--- config.mk ---
export PLATFORM = sky130hd
export DESIGN_NAME = lcd_frame_sequencer_flat
export DESIGN_NICKNAME = d
export VERILOG_FILES = /design/src/rtl/lcd_pkg.sv /design/src/rtl/lcd_frame_sequencer_if.sv /design/src/rtl/lcd_digit_ascii.sv /design/src/rtl/lcd_frame_sequencer.sv /design/src/flat_wrapper.sv
export SDC_FILE = /design/constraint.sdc
export NUM_CORES = 1
export LEC_CHECK = 0
export BUFFER_PORTS_ARGS = -buffer_cell sky130_fd_sc_hd__buf_2
export CAP_MARGIN = 20
export CORE_UTILIZATION = 45
export CTS_BUF_LIST = sky130_fd_sc_hd__clkbuf_8 sky130_fd_sc_hd__clkbuf_16
export CTS_CLUSTER_DIAMETER = 120
export DETAILED_ROUTE_END_ITERATION = 10
export GPL_TIMING_DRIVEN = 0
export MAX_ROUTING_LAYER = met4
export PLACE_DENSITY_LB_ADDON = 0.1
export REMOVE_ABC_BUFFERS = 1
export SLEW_MARGIN = 25
export SYNTH_ARGS = -nofsm -noshare
export SYNTH_HDL_FRONTEND = slang
export SYNTH_HIERARCHICAL = 1
export SYNTH_SLANG_ARGS = --single-unit
--- constraint.sdc ---
create_clock -name clk -period 5.6 [get_ports clk]
set_input_delay 1.4 -clock clk [delete_from_list [all_inputs] [get_ports clk]]
set_output_delay 1.4 -clock clk [all_outputs]
set_load 0.005 [all_outputs]
--- src/rtl/lcd_pkg.sv ---
// Shared definitions for the character-LCD frame sequencer: mode/state encodings,
// control characters and the fixed message texts.
package lcd_pkg;

  typedef enum logic [1:0] {
    MODE_NORMAL  = 2'd0,
    MODE_CONGRAT = 2'd1,
    MODE_SET     = 2'd2,
    MODE_GUESS   = 2'd3
  } mode_t;

  typedef enum logic [2:0] {
    ST_IDLE = 3'd0,
    ST_LOAD = 3'd1,
    ST_SEND = 3'd2,
    ST_WAIT = 3'd3,
    ST_HOLD = 3'd4,
    ST_DONE = 3'd5
  } state_t;

  localparam logic [7:0] CH_ESC      = 8'h1B;
  localparam logic [7:0] CH_LBRACKET = 8'h5B;
  localparam logic [7:0] CH_J        = 8'h6A;
  localparam logic [7:0] CH_SPACE    = 8'h20;

  localparam int unsigned TXT_CONGRAT_LEN = 15;
  localparam int unsigned TXT_SET_LEN     = 8;
  localparam int unsigned TXT_GUESS_LEN   = 10;

  localparam logic [8*TXT_CONGRAT_LEN-1:0] TXT_CONGRAT = "CONGRATULATIONS";
  localparam logic [8*TXT_SET_LEN-1:0]     TXT_SET     = " ANS SET";
  localparam logic [8*TXT_GUESS_LEN-1:0]   TXT_GUESS   = " TRY AGAIN";

  // Character pos of the mode's fixed text; anything past the end reads as a space.
  function automatic logic [7:0] text_char(input mode_t m, input int unsigned pos);
    logic [7:0] ch;
    ch = CH_SPACE;
    case (m)
      MODE_CONGRAT: if (pos < TXT_CONGRAT_LEN) ch = TXT_CONGRAT[8*(TXT_CONGRAT_LEN-1-pos) +: 8];
      MODE_SET:     if (pos < TXT_SET_LEN)     ch = TXT_SET[8*(TXT_SET_LEN-1-pos) +: 8];
      MODE_GUESS:   if (pos < TXT_GUESS_LEN)   ch = TXT_GUESS[8*(TXT_GUESS_LEN-1-pos) +: 8];
      default:      ch = CH_SPACE;
    endcase
    return ch;
  endfunction

endpackage

--- src/rtl/lcd_frame_sequencer_if.sv ---
// Byte-level link between the frame sequencer (master) and the SPI byte transmitter (slave).
interface lcd_frame_sequencer_if;
    logic [7:0] byte_out;
    logic       byte_start;
    logic       slave_sel;
    logic       byte_done;

    modport master (
        output byte_out,
        output byte_start,
        output slave_sel,
        input  byte_done
    );

    modport slave (
        input  byte_out,
        input  byte_start,
        input  slave_sel,
        output byte_done
    );
endinterface

--- src/rtl/lcd_digit_ascii.sv ---
// Maps one value nibble to its display character; C-F have no glyph and show blank.
module lcd_digit_ascii
    import lcd_pkg::*;
(
    input  logic [3:0] nibble,
    output logic [7:0] ascii
);

    always_comb begin
        ascii = CH_SPACE;
        if (nibble <= 4'd9)       ascii = {4'h3, nibble};
        else if (nibble == 4'hA)  ascii = 8'h41;
        else if (nibble == 4'hB)  ascii = 8'h42;
    end

endmodule

--- src/rtl/lcd_frame_sequencer.sv ---
// Builds an LCD clear-and-print frame from a captured mode/value, streams it byte by
// byte over the SPI handshake, holds the message, then pulses done.
module lcd_frame_sequencer
    import lcd_pkg::*;
#(
    parameter int NUM_DIGITS  = 4,
    parameter int MSG_CHARS   = 16,
    parameter int HOLD_CYCLES = 125_000_000,
    parameter int CNT_W       = 27
) (
    input  logic                    clk,
    input  logic                    rst,
    input  logic                    start,
    input  logic [1:0]              mode,
    input  logic [4*NUM_DIGITS-1:0] value,
    lcd_frame_sequencer_if.master   spi,
    output logic                    busy,
    output logic                    done,
    output logic [2:0]              state
);

    localparam int FRAME_LEN = 3 + MSG_CHARS;
    localparam int IDX_W     = $clog2(FRAME_LEN);
    localparam logic [IDX_W-1:0] LAST_IDX = IDX_W'(FRAME_LEN - 1);

    state_t                  state_q, state_d;
    logic [IDX_W-1:0]        idx_q;
    mode_t                   mode_q;
    logic [4*NUM_DIGITS-1:0] value_q;
    logic [CNT_W-1:0]        hold_cnt_q;
    logic [7:0]              byte_q;
    logic [7:0]              digit_ascii [NUM_DIGITS];
    logic [7:0]              frame_byte;
    logic                    last_byte;
    logic                    hold_end;
    logic                    byte_start_c;
    logic                    slave_sel_c;

    assign last_byte = (idx_q == LAST_IDX);
    assign hold_end  = (hold_cnt_q == CNT_W'(HOLD_CYCLES - 1));

    // Digit 0 is the leftmost character, taken from the most significant nibble.
    for (genvar g = 0; g < NUM_DIGITS; g++) begin : g_digit
        lcd_digit_ascii u_digit (
            .nibble (value_q[4*(NUM_DIGITS-1-g) +: 4]),
            .ascii  (digit_ascii[g])
        );
    end

    always_comb begin
        int unsigned c;
        c          = 0;
        frame_byte = CH_SPACE;
        if (idx_q == IDX_W'(0))      frame_byte = CH_ESC;
        else if (idx_q == IDX_W'(1)) frame_byte = CH_LBRACKET;
        else if (idx_q == IDX_W'(2)) frame_byte = CH_J;
        else begin
            c = 32'(idx_q) - 32'd3;
            if (mode_q == MODE_CONGRAT) begin
                frame_byte = text_char(mode_q, c);
            end else if (c < NUM_DIGITS) begin
                for (int i = 0; i < NUM_DIGITS; i++)
                    if (c == unsigned'(i)) frame_byte = digit_ascii[i];
            end else begin
                frame_byte = text_char(mode_q, c - NUM_DIGITS);
            end
        end
    end

    always_ff @(posedge clk) begin
        if (rst) state_q <= ST_IDLE;
        else     state_q <= state_d;
    end

    always_comb begin
        state_d = state_q;
        case (state_q)
            ST_IDLE: if (start) state_d = ST_LOAD;
            ST_LOAD: state_d = ST_SEND;
            ST_SEND: state_d = ST_WAIT;
            ST_WAIT: if (spi.byte_done) state_d = last_byte ? ST_HOLD : ST_SEND;
            ST_HOLD: if (hold_end) state_d = ST_DONE;
            ST_DONE: state_d = ST_IDLE;
            default: state_d = ST_IDLE;
        endcase
    end

    always_comb begin
        byte_start_c = (state_q == ST_SEND);
        slave_sel_c  = !((state_q == ST_SEND) || (state_q == ST_WAIT));
        busy         = (state_q == ST_LOAD) || (state_q == ST_SEND) ||
                       (state_q == ST_WAIT) || (state_q == ST_HOLD);
        done         = (state_q == ST_DONE);
    end

    always_ff @(posedge clk) begin
        if (rst) begin
            idx_q      <= '0;
            hold_cnt_q <= '0;
            byte_q     <= 8'h00;
        end else begin
            if (state_q == ST_LOAD)
                idx_q <= '0;
            else if ((state_q == ST_WAIT) && spi.byte_done && !last_byte)
                idx_q <= idx_q + 1'b1;

            if ((state_q == ST_HOLD) && !hold_end) hold_cnt_q <= hold_cnt_q + 1'b1;
            else                                   hold_cnt_q <= '0;

            if (state_q == ST_SEND) byte_q <= frame_byte;
        end
    end

    // Shadow copies isolate the frame in flight from later input changes.
    always_ff @(posedge clk) begin
        if (state_q == ST_LOAD) begin
            mode_q  <= mode_t'(mode);
            value_q <= value;
        end
    end

    // During SEND the fresh frame byte is shown directly; byte_q keeps it stable afterwards.
    assign spi.byte_out   = (state_q == ST_SEND) ? frame_byte : byte_q;
    assign spi.byte_start = byte_start_c;
    assign spi.slave_sel  = slave_sel_c;
    assign state          = state_q;

endmodule

--- src/flat_wrapper.sv ---
// flat-port wrapper written by rule: the top's interface ports become plain ports
module lcd_frame_sequencer_flat import lcd_pkg::*;
#(
    parameter int NUM_DIGITS  = 4,
    parameter int MSG_CHARS   = 16,
    parameter int HOLD_CYCLES = 125_000_000,
    parameter int CNT_W       = 27
)
  (clk, rst, start, mode, value, busy, done, state, spi_byte_out, spi_byte_start, spi_slave_sel, spi_byte_done);
  lcd_frame_sequencer_if spi_i ();
  input  logic clk;
  input  logic rst;
  input  logic start;
  input  logic [1:0] mode;
  input  logic [4*NUM_DIGITS-1:0] value;
  output logic busy;
  output logic done;
  output logic [2:0] state;
  output wire logic [$bits(spi_i.byte_out)-1:0] spi_byte_out;
  output wire logic [$bits(spi_i.byte_start)-1:0] spi_byte_start;
  output wire logic [$bits(spi_i.slave_sel)-1:0] spi_slave_sel;
  input wire logic [$bits(spi_i.byte_done)-1:0] spi_byte_done;
  assign spi_byte_out = spi_i.byte_out;
  assign spi_byte_start = spi_i.byte_start;
  assign spi_slave_sel = spi_i.slave_sel;
  assign spi_i.byte_done = spi_byte_done;
  lcd_frame_sequencer #(.NUM_DIGITS(NUM_DIGITS), .MSG_CHARS(MSG_CHARS), .HOLD_CYCLES(HOLD_CYCLES), .CNT_W(CNT_W)) u_core (.clk(clk), .rst(rst), .start(start), .mode(mode), .value(value), .spi(spi_i), .busy(busy), .done(done), .state(state));
endmodule
## After elaboration in Yosys (flattened, before gate mapping)

Index checks and enable logic that the tools add are counted.

- Flip-flop bits (word level): 61
- Input bits: 22
- Logic and storage cells: 98

- $add $sub $neg: 7
- Order comparisons: 8
- Eq/ne operators: 26
- Shift operators: 3
- Muxes and demuxes: 31
- Bitwise logic cells: 1
- Reductions and logical operators: 16

Operators by type and width:

| operator | count |
|---|---|
| $shiftx A120 B33 Y8 const A | 1 |
| $mux W7 | 16 |
| $lt A32 B4 Y1 const B | 3 |
| $shiftx A80 B33 Y8 const A | 1 |
| $mux W8 | 9 |
| $eq A32 B2 Y1 const B | 2 |
| $shiftx A64 B33 Y8 const A | 1 |
| $sub A4 B29 Y29 const A | 2 |
| $eq A32 B1 Y1 const B | 1 |
| $eq A4 B4 Y1 const B | 8 |
| $logic_not A32 Y1 | 1 |
| $lt A32 B3 Y1 const B | 1 |
| $sub A32 B3 Y32 const B | 1 |
| $sub A3 B29 Y29 const A | 1 |
| $add A27 B1 Y27 const B | 1 |
| $eq A27 B27 Y1 const B | 1 |
| $le A4 B4 Y1 const B | 4 |
| $pmux W8 S2 | 1 |
| $pmux W3 S5 | 1 |
| $mux W3 | 4 |
| $eq A3 B2 Y1 const B | 2 |
| $eq A3 B3 Y1 const B | 2 |
| $sub A5 B2 Y6 const B | 1 |
| $add A5 B1 Y5 const B | 1 |
| other kinds (16) | 26 |

## Depth between registers and ports, before layout

Gate-level depths: netlist of run 1.

- Word-level depth: 14
- Gate-level depth with buffers: 13
- Gate-level depth less buffers: 12

## Modules after synthesis

Netlist of run 1, hierarchy kept.

By module, submodules not included:

| module | instances | cells each | area an instance (µm²) |
|---|---|---|---|
| lcd_frame_sequencer | 1 | 498 | 4195.3 |
| lcd_digit_ascii | 4 | 13 | 86.3 |

## Least setup slack after synthesis of run 1

OpenSTA, ideal clock, no wires.

- Path type: register to output
- Start: register u_core.idx_q[0]
- End: output port spi_byte_out[0]
- Data arrival time: 3.002 ns
- Required time: 4.200 ns
- Setup slack: 1.198 ns
- Cell stages (with the launch flop): 14
- Cell sequence: dfxtp_1 -> ha_1 -> buf_4 -> xor2_2 -> inv_1 -> ha_1 -> a21boi_1 -> or2_0 -> a21oi_1 -> or2_1 -> buf_2 -> nor2_1 -> o31a_1 -> o41ai_1

- Word-level cells in the longest chain between the ends: 12

Ends and longest elaborated chain:

| item | RTL line | text |
|---|---|---|
| start: declaration | lcd_frame_sequencer.sv:27 | `logic [IDX_W-1:0] idx_q;` |
| start signal: assignment | lcd_frame_sequencer.sv:105 | `idx_q <= idx_q + 1'b1;` |
| $sub A5 B2 Y6 | lcd_frame_sequencer.sv:58 | `c = 32'(idx_q) - 32'd3;` |
| $sub A32 B3 Y32 or $logic_not A32 Y1 (tied branches) | lcd_frame_sequencer.sv:65, lcd_frame_sequencer.sv:63 |  |
| $sub A4 B29 Y29, or another cell as far along | lcd_pkg.sv:41 | `MODE_GUESS: if (pos < TXT_GUESS_LEN) ch = TXT_GUESS[8*(TXT_GUESS_LEN-1-pos) +: 8];` |
| $shiftx A80 B33 Y8, or another cell as far along | lcd_pkg.sv:41 |  |
| $mux W8, or another cell as far along | lcd_pkg.sv:41 |  |
| $pmux W8 S2 or $mux W7 (tied branches) | lcd_pkg.sv:38, lcd_frame_sequencer.sv:63 |  |
| $mux W8 | lcd_frame_sequencer.sv:61 | `end else if (c < NUM_DIGITS) begin` |
| $mux W8 | lcd_frame_sequencer.sv:59 | `if (mode_q == MODE_CONGRAT) begin` |
| $mux W8 | lcd_frame_sequencer.sv:56 | `else if (idx_q == IDX_W'(2)) frame_byte = CH_J;` |
| $mux W8 | lcd_frame_sequencer.sv:55 | `else if (idx_q == IDX_W'(1)) frame_byte = CH_LBRACKET;` |
| $mux W8 (*) | lcd_frame_sequencer.sv:54 | `if (idx_q == IDX_W'(0)) frame_byte = CH_ESC;` |
| $mux W8 (*) | lcd_frame_sequencer.sv:123 | `assign spi.byte_out = (state_q == ST_SEND) ? frame_byte : byte_q;` |
| end: declaration | flat_wrapper.sv:19 | `output wire logic [$bits(spi_i.byte_out)-1:0] spi_byte_out;` |

Mark *: on every way between the ends. The rest lies on a longest branch, timed or not.

## Worst setup path after layout of run 1

- Start: register u_core.idx_q[1]
- End: output port spi_byte_out[0]

The elaborated chain is that of the path after synthesis.

==> qor.yml, run 1 <==
grt:
  gr-usage-all-layers_pct: 23.2
  antenna_found_initial: 0
  grt_pass1_wl_um: 18200
  overflow: 0
  grt_max_degree: 30
  via_count_of_the_first_global_routing_pass: 3705
worst_setup_path:
  cp.arrival_ns: 3.85
  cp_num_buf_inv: 2
  cp-start-kind: "flop"
  endpoint_kind: "primary output"
  worst_ep_required_time_ns: 4.20
  timing.critical_path.fanout_max: 18
  critPathKind: "reg -> out"
  critical-path-max-stage-delay_ns: 0.57
  cp_top_delay_family: "compound AO/OA/AOI/OAI gates"
  reg2reg_slack_ns: 2.20
  timing.critical_path.cells: "ha_4 -> xor2_2 -> inv_1 -> ha_1 -> a21boi_1 -> or2_0 -> a21oi_1 -> or2_1 -> nor2_1 -> o31a_1 -> o41ai_1 -> buf_2"
  crit_path_top_delay_cell: "dfxtp_2"
floorplanning:
  die_height_um: 102
  die_area_sq_um: 10500
  die-width_um: 102
  top_level_ports: 37
  initial_utilization_pct: 46.5
  num_rows: 36
  design.core.area_sq_um: 9770
route:
  routed_wirelength_um: 10900
  vias: 3966
  detail_route.drc_violations: 0
  routed_wire_length_per_instance_um: 15.4
  ant_nets: 0
  detail_route.vias_per_cell: 5.62
  detail_route.first_pass.iterations: 4
  drt-initial-drc-count: 186
synthesis:
  synth.lib_cells_used.distinct: 85
  yosysTopAreaCell: "dfxtp_1"
  cells_taking_the_most_area_after_synthesis: "dfxtp_1, edfxtp_1, nor2_1, xor2_1, nand2_1"
  area_share_of_fa_ha_maj_cells_after_synthesis_pct: 3.03
  postSynthRegisterBits: 61
  synth_edf_count: 18
  synth_top_family_by_area: "simple AND/OR/NAND/NOR gates"
  cell_count_after_synthesis: 550
  synth.yosys.warnings: 6
  synth.cell_area_sq_um: 4540
  synth_top_area_share_pct: 19.0
  post_synth_and_or_nand_nor_area_fraction_pct: 28.8
  synth_ff_type: "dfxtp_1"
  synth-seq-area-share_pct: 30.9
  yosys.area_share.xor_xnor_pct: 9.15
  postSynth.asyncResetShare_pct: 0
  synth_compound_area_share_pct: 20.7
  syn_area_per_cell_sq_um: 8.26
  synthMuxAreaShare_pct: 1.32
sta:
  hold_violations: 0
  final_min_period_over_clock_period_pct: 93.8
  final-setup-viol-count: 0
  finalMaxSlewViolations: 0
  timing.final.crit_period_ns: 5.25
  timing.fmax_mhz: 190
  fin_skew_ns: 0.0120
  sum_of_negative_setup_slack_ns: 0
  rsz_0062_raised_after_global_routing: "false"
  worst_slew_margin_rel_pct: 37.5
  final.hold.worst_slack_ns: 0.469
  actual_transition_at_the_worst_max_transition_pin_ns: 0.938
clocking:
  clockRootBuffer: "clkbuf_8"
  ctsHtreeMaxLevel: 3
  tritoncts_num_sinks: 61
  numCtsBuffers: 9
  tritoncts: "done"
  clock_path_buffers: 2
  cts.clk_slew.worst_paths_ns: 0.08
  clkLatencyLatePin_ns: 0.34
  post_cts_hold_buffer_count: 0
flow_run:
  maxCapViolations: 0
pwr:
  p_sw_share_pct: 26.5
  power_per_cell_area_nw_per_um2: 194
  vdd.ir_drop.worst_mv: 0.162
  design_power_total_mw: 0.963
  combinationalPowerShare_pct: 8.8
  power.share.clock_pct: 41.3
  cell_internal_pwr_mw: 0.708
  power.static_leakage_nw: 1.81
  power.switching_mw: 0.255
  share_seq_of_total_power_pct: 49.9
cells_and_area:
  antenna-diode-count: 0
  layout.nets: 601
  drive_gt1_share_pct: 15.2
  area.growth.synth_to_final_pct: 9.20
outcome:
  outcome: "complete, no violations"
hold_path:
  hold_class: "reg -> reg"
placement:
  count_of_input_and_output_buffers: 36
  dp_wirelength_um: 7870
  gp_routability_congestion: 0.919
[cell type report]
class                           count  area, sq um
Timing Repair Buffer               39          209
Clock buffer                       11          163
Multi-Input combinational cell    436         2890
Tap cell                          133          166
Clock inverter                      5         40.0
Sequential cell                    61         1410
Fill cell                         961         4820
Inverter                           21         78.8
[sequential cells by signal (all words and copies together) (netlist names)]
signal,flops
u_core/idx_q,5
u_core/byte_q,8
u_core/value_q,16
u_core/hold_cnt_q,27
u_core/mode_q,2
u_core/state,3
[Yosys cell counts, drive strengths merged, types with 3 or more instances]
cell	count
nor2	71
or2	5
a311oi	3
nor3b	5
o211ai	7
nor4	8
inv	20
nand2b	8
edfxtp	18
o221ai	4
nand4bb	4
nand3b	3
nand3	19
a211o	3
conb	4
a2111oi	3
nand4	5
xnor2	18
and3	9
a21oi	24
xor2	22
and2	9
a22oi	4
a211oi	7
nor3	15
or3	4
nand2	43
buf	20
dfxtp	43
clkbuf	12
and3b	4
nor2b	21
mux2i	6
o31ai	12
a221oi	7
and2b	4
ha	11
or4	3
o21ai	25
a21boi	6
[repair_timing]
item	4_1_cts	5_1_grt
cloned	0	0
setup endpoints to repair	7	6
gates resized for setup	3	2
buffers inserted	0	1
[routing by layer]
layer	vias up	wire (um)	GRT usage (%)	part of all wire [%]
li1	2007	-	-	-
met1	1851	5240	30.7	48
met2	92	5040	36.0	46
met3	16	448	4.17	4.1
met4	0	142	6.92	1.3
met5	-	0	-	0
[worst paths after layout]
| path | startpoint | to | depth (start not counted) |
|---|---|---|---|
| max | u_core/idx_q[1] | spi_byte_out[0] | 12 |
| min | u_core/hold_cnt_q[0] | u_core/hold_cnt_q[0] | 1 |
| max reg2reg | u_core/idx_q[1] | u_core/byte_q[1] | 11 |
| min reg2reg | u_core/hold_cnt_q[0] | u_core/hold_cnt_q[0] | 1 |
[power groups by stage]
| stage | logic (mW) | clock network [mW] | registers [mW] |
|---|---|---|---|
| floorplan | 0.0533 | 0 | 0.488 |
| global placement | 0.0815 | 0 | 0.490 |
| detailed placement | 0.0845 | 0 | 0.491 |
| CTS | 0.0849 | 0.413 | 0.480 |
| global route | 0.0964 | 0.433 | 0.482 |
| finish | 0.0849 | 0.398 | 0.480 |
[metrics by stage]
stage / setup WS (ns) / area (sq um) / utilization (%) / std cells
finish: 0.346 / 4960 / 50.7 / 706
global route: 0.0730 / 4960 / 50.7 / 706
CTS: 0.00298 / 4940 / 50.6 / 705
detailed placement: -0.0936 / 4720 / 48.3 / 689
global placement: -0.527 / 4700 / 48.1 / 687
floorplan: 0.536 / 4360 / - / 518
[cells in the final DEF, fill, tap and decap left out, drive strengths merged, types with 8 or more instances in the layout]
master | synthesis | routed
and2 | 9 | 9
nor3 | 15 | 15
nand3 | 19 | 19
edfxtp | 18 | 18
a21oi | 24 | 24
xnor2 | 18 | 18
nor4 | 8 | 8
xor2 | 22 | 22
dfxtp | 43 | 43
o31ai | 12 | 12
buf | 20 | 38
clkbuf | 12 | 12
nor2b | 21 | 21
o21ai | 25 | 25
ha | 11 | 11
nand2b | 8 | 8
inv | 20 | 22
nor2 | 71 | 71
nand2 | 43 | 43
and3 | 9 | 9
[worst reg2reg max path: cells and delay by family (launching register included)]
kind	cells	cell delay, ns
buffers and inverters	1	0.18
AND/OR/NAND/NOR	3	0.89
AO/OA/AOI/OAI	3	0.55
adder cells (fa/ha/maj)	2	0.59
XOR/XNOR	2	0.54
flip-flops	1	0.57
[logic make-up (layout without fill, tap and decap cells)]
logic type      count (synthesis)  after routing
flops                          61             61
other cells                     4              4
buf+inv                        53             76
mux                             6              6
xor+xnor                       41             41
fa+ha+maj                      11             11
simple gates                  245            245
compound gates                129            129
No activity file was read; power rests on OpenSTA's default activity.
==> run 2: changes to the inputs <==
==> constraint.sdc (replaced) <==
create_clock -name clk -period 5.15 [get_ports clk]
set_input_delay 1.2875 -clock clk [delete_from_list [all_inputs] [get_ports clk]]
set_output_delay 1.2875 -clock clk [all_outputs]
set_load 0.005 [all_outputs]
==> run 2 against run 1 <==
Count of clock-buffer cells in the layout unchanged. Core utilization increased by 0.27 points. Register-to-register slack got worse by 0.28 ns. Sequential power up 8.5%. Critical path type unchanged. Highest routed layer unchanged. Sequential cell count unchanged. Clock skew up 0.00075 ns.
==> qor.yml, run 2 (same netlist as run 1, synthesis figures left out) <==
clocking:
  clock_path_buffers: 2
  cts.clk_slew.worst_paths_ns: 0.07
  clockRootBuffer: "clkbuf_8"
  tritoncts: "done"
  numCtsBuffers: 9
  clkLatencyLatePin_ns: 0.35
  ctsHtreeMaxLevel: 3
  tritoncts_num_sinks: 61
floorplanning:
  die_height_um: 102
  top_level_ports: 37
  num_rows: 36
  die_area_sq_um: 10500
  die-width_um: 102
  design.core.area_sq_um: 9770
  initial_utilization_pct: 46.5
grt:
  via_count_of_the_first_global_routing_pass: 3718
  grt_pass1_wl_um: 18300
  overflow: 0
  gr-usage-all-layers_pct: 23.3
  grt_max_degree: 30
  antenna_found_initial: 0
route:
  routed_wirelength_um: 11000
  detail_route.vias_per_cell: 5.61
  detail_route.drc_violations: 0
  drt-initial-drc-count: 182
  vias: 3968
  ant_nets: 0
  routed_wire_length_per_instance_um: 15.5
  detail_route.first_pass.iterations: 5
worst_setup_path:
  reg2reg_slack_ns: 1.92
  worst_ep_required_time_ns: 3.86
  timing.critical_path.cells: "ha_4 -> xor2_4 -> inv_1 -> ha_1 -> a21boi_1 -> or2_0 -> and3_1 -> or2_1 -> nor4_1 -> nor4_2 -> o2bb2ai_1 -> buf_2"
  critPathKind: "reg -> out"
  endpoint_kind: "primary output"
  cp.arrival_ns: 3.61
  timing.critical_path.fanout_max: 16
  crit_path_top_delay_cell: "dfxtp_4"
  critical-path-max-stage-delay_ns: 0.50
  cp-start-kind: "flop"
cells_and_area:
  area.growth.synth_to_final_pct: 9.78
  antenna-diode-count: 0
  utilization_pct: 51.0
  drive_gt1_share_pct: 15.9
  layout.cells.most_common_list: "nor2_1, nand2_1, dfxtp_1"
  registers.top_by_ff_count: "u_core/hold_cnt_q"
  largest_register_ff_count: 27
  layout.nets: 602
  layout_commonest_cell: "nor2_1"
  largest_registers: "u_core/hold_cnt_q x27, u_core/value_q x16, u_core/byte_q x8"
placement:
  gp_routability_congestion: 0.919
  dp_wirelength_um: 7870
  place_ws_ns: -0.431
  count_of_input_and_output_buffers: 36
sta:
  final-setup-viol-count: 0
  finalMaxSlewViolations: 0
  hold_violations: 0
  post-route-worst-setup-slack_ns: 0.255
  timing.fmax_mhz: 204
  rsz_0062_raised_after_global_routing: "false"
  final_min_period_over_clock_period_pct: 95.1
  timing.final.crit_period_ns: 4.90
  fin_skew_ns: 0.0127
  actual_transition_at_the_worst_max_transition_pin_ns: 0.916
  worst_slew_margin_rel_pct: 38.9
outcome:
  outcome: "complete, no violations"
pwr:
  power.static_leakage_nw: 1.81
  power_per_cell_area_nw_per_um2: 210
  vdd.ir_drop.worst_mv: 0.176
hold_path:
  hold_class: "reg -> reg"
flow_run:
  maxCapViolations: 0
[run 2: cell types whose count changed in the layout (fill, tap and decap cells not counted), sizes merged]
cell	delta
buf	+2
clkbuf	-1
[run 2: worst paths after layout]
| kind | depth (start not counted) | endpoint | startpoint |
|---|---|---|---|
| setup / recovery | 12 | spi_byte_out[1] | u_core/idx_q[0] |
| hold / removal | 1 | u_core/hold_cnt_q[0] | u_core/hold_cnt_q[0] |
| setup reg to reg | 11 | u_core/byte_q[1] | u_core/idx_q[0] |
| hold reg to reg | 1 | u_core/hold_cnt_q[0] | u_core/hold_cnt_q[0] |
[run 2: metal layers]
metal / up-vias / part of all wire (%) / track usage [%]
met3: 16 / 4.0 / 4.17
met5: - / 0 / -
met4: 0 / 1.6 / 7.03
met2: 93 / 46 / 36.3
met1: 1846 / 48 / 30.8
li1: 2013 / - / -
[run 2: repair_timing]
action	4_1_cts	5_1_grt
endpoints found under the hold margin	0	0
endpoints found under the setup margin	7	4
buffers inserted	1	1
resized for setup	6	4
hold buffers	0	0
[run 2: critical path: cells and delay by family, from the launching register on]
family | cells | cell delay [ns]
simple gates | 5 | 1.33
flops | 1 | 0.50
xor+xnor | 1 | 0.28
compound gates | 2 | 0.29
fa+ha+maj | 2 | 0.56
buf+inv | 2 | 0.28
[run 2: area by class of cell]
type	count	area [sq um]
Tap cell	133	166
Sequential cell	61	1410
Inverter	21	78.8
Multi-Input combinational cell	436	2910
Clock buffer	11	163
Timing Repair Buffer	40	214
Clock inverter	5	40.0
Fill cell	964	4790
[run 2: stage by stage]
step | hold slack (ns) | power [mW] | area (sq um) | cells | setup TNS, ns
after floorplan | 0.430 | 0.588 | 4360 | 518 | 0
after global placement | 0.444 | 0.622 | 4700 | 687 | -4.61
after detailed placement | 0.453 | 0.625 | 4720 | 689 | -1.74
after CTS | 0.471 | 1.06 | 4960 | 706 | 0
after global routing | 0.492 | 1.10 | 4980 | 707 | 0
final | 0.469 | 1.05 | 4980 | 707 | 0
[run 2: power breakdown]
part,switching (mW),internal (mW)
Clock,0.211,0.221
Combinational,0.0520,0.0413
Sequential,0.0132,0.508
Total,0.277,0.770
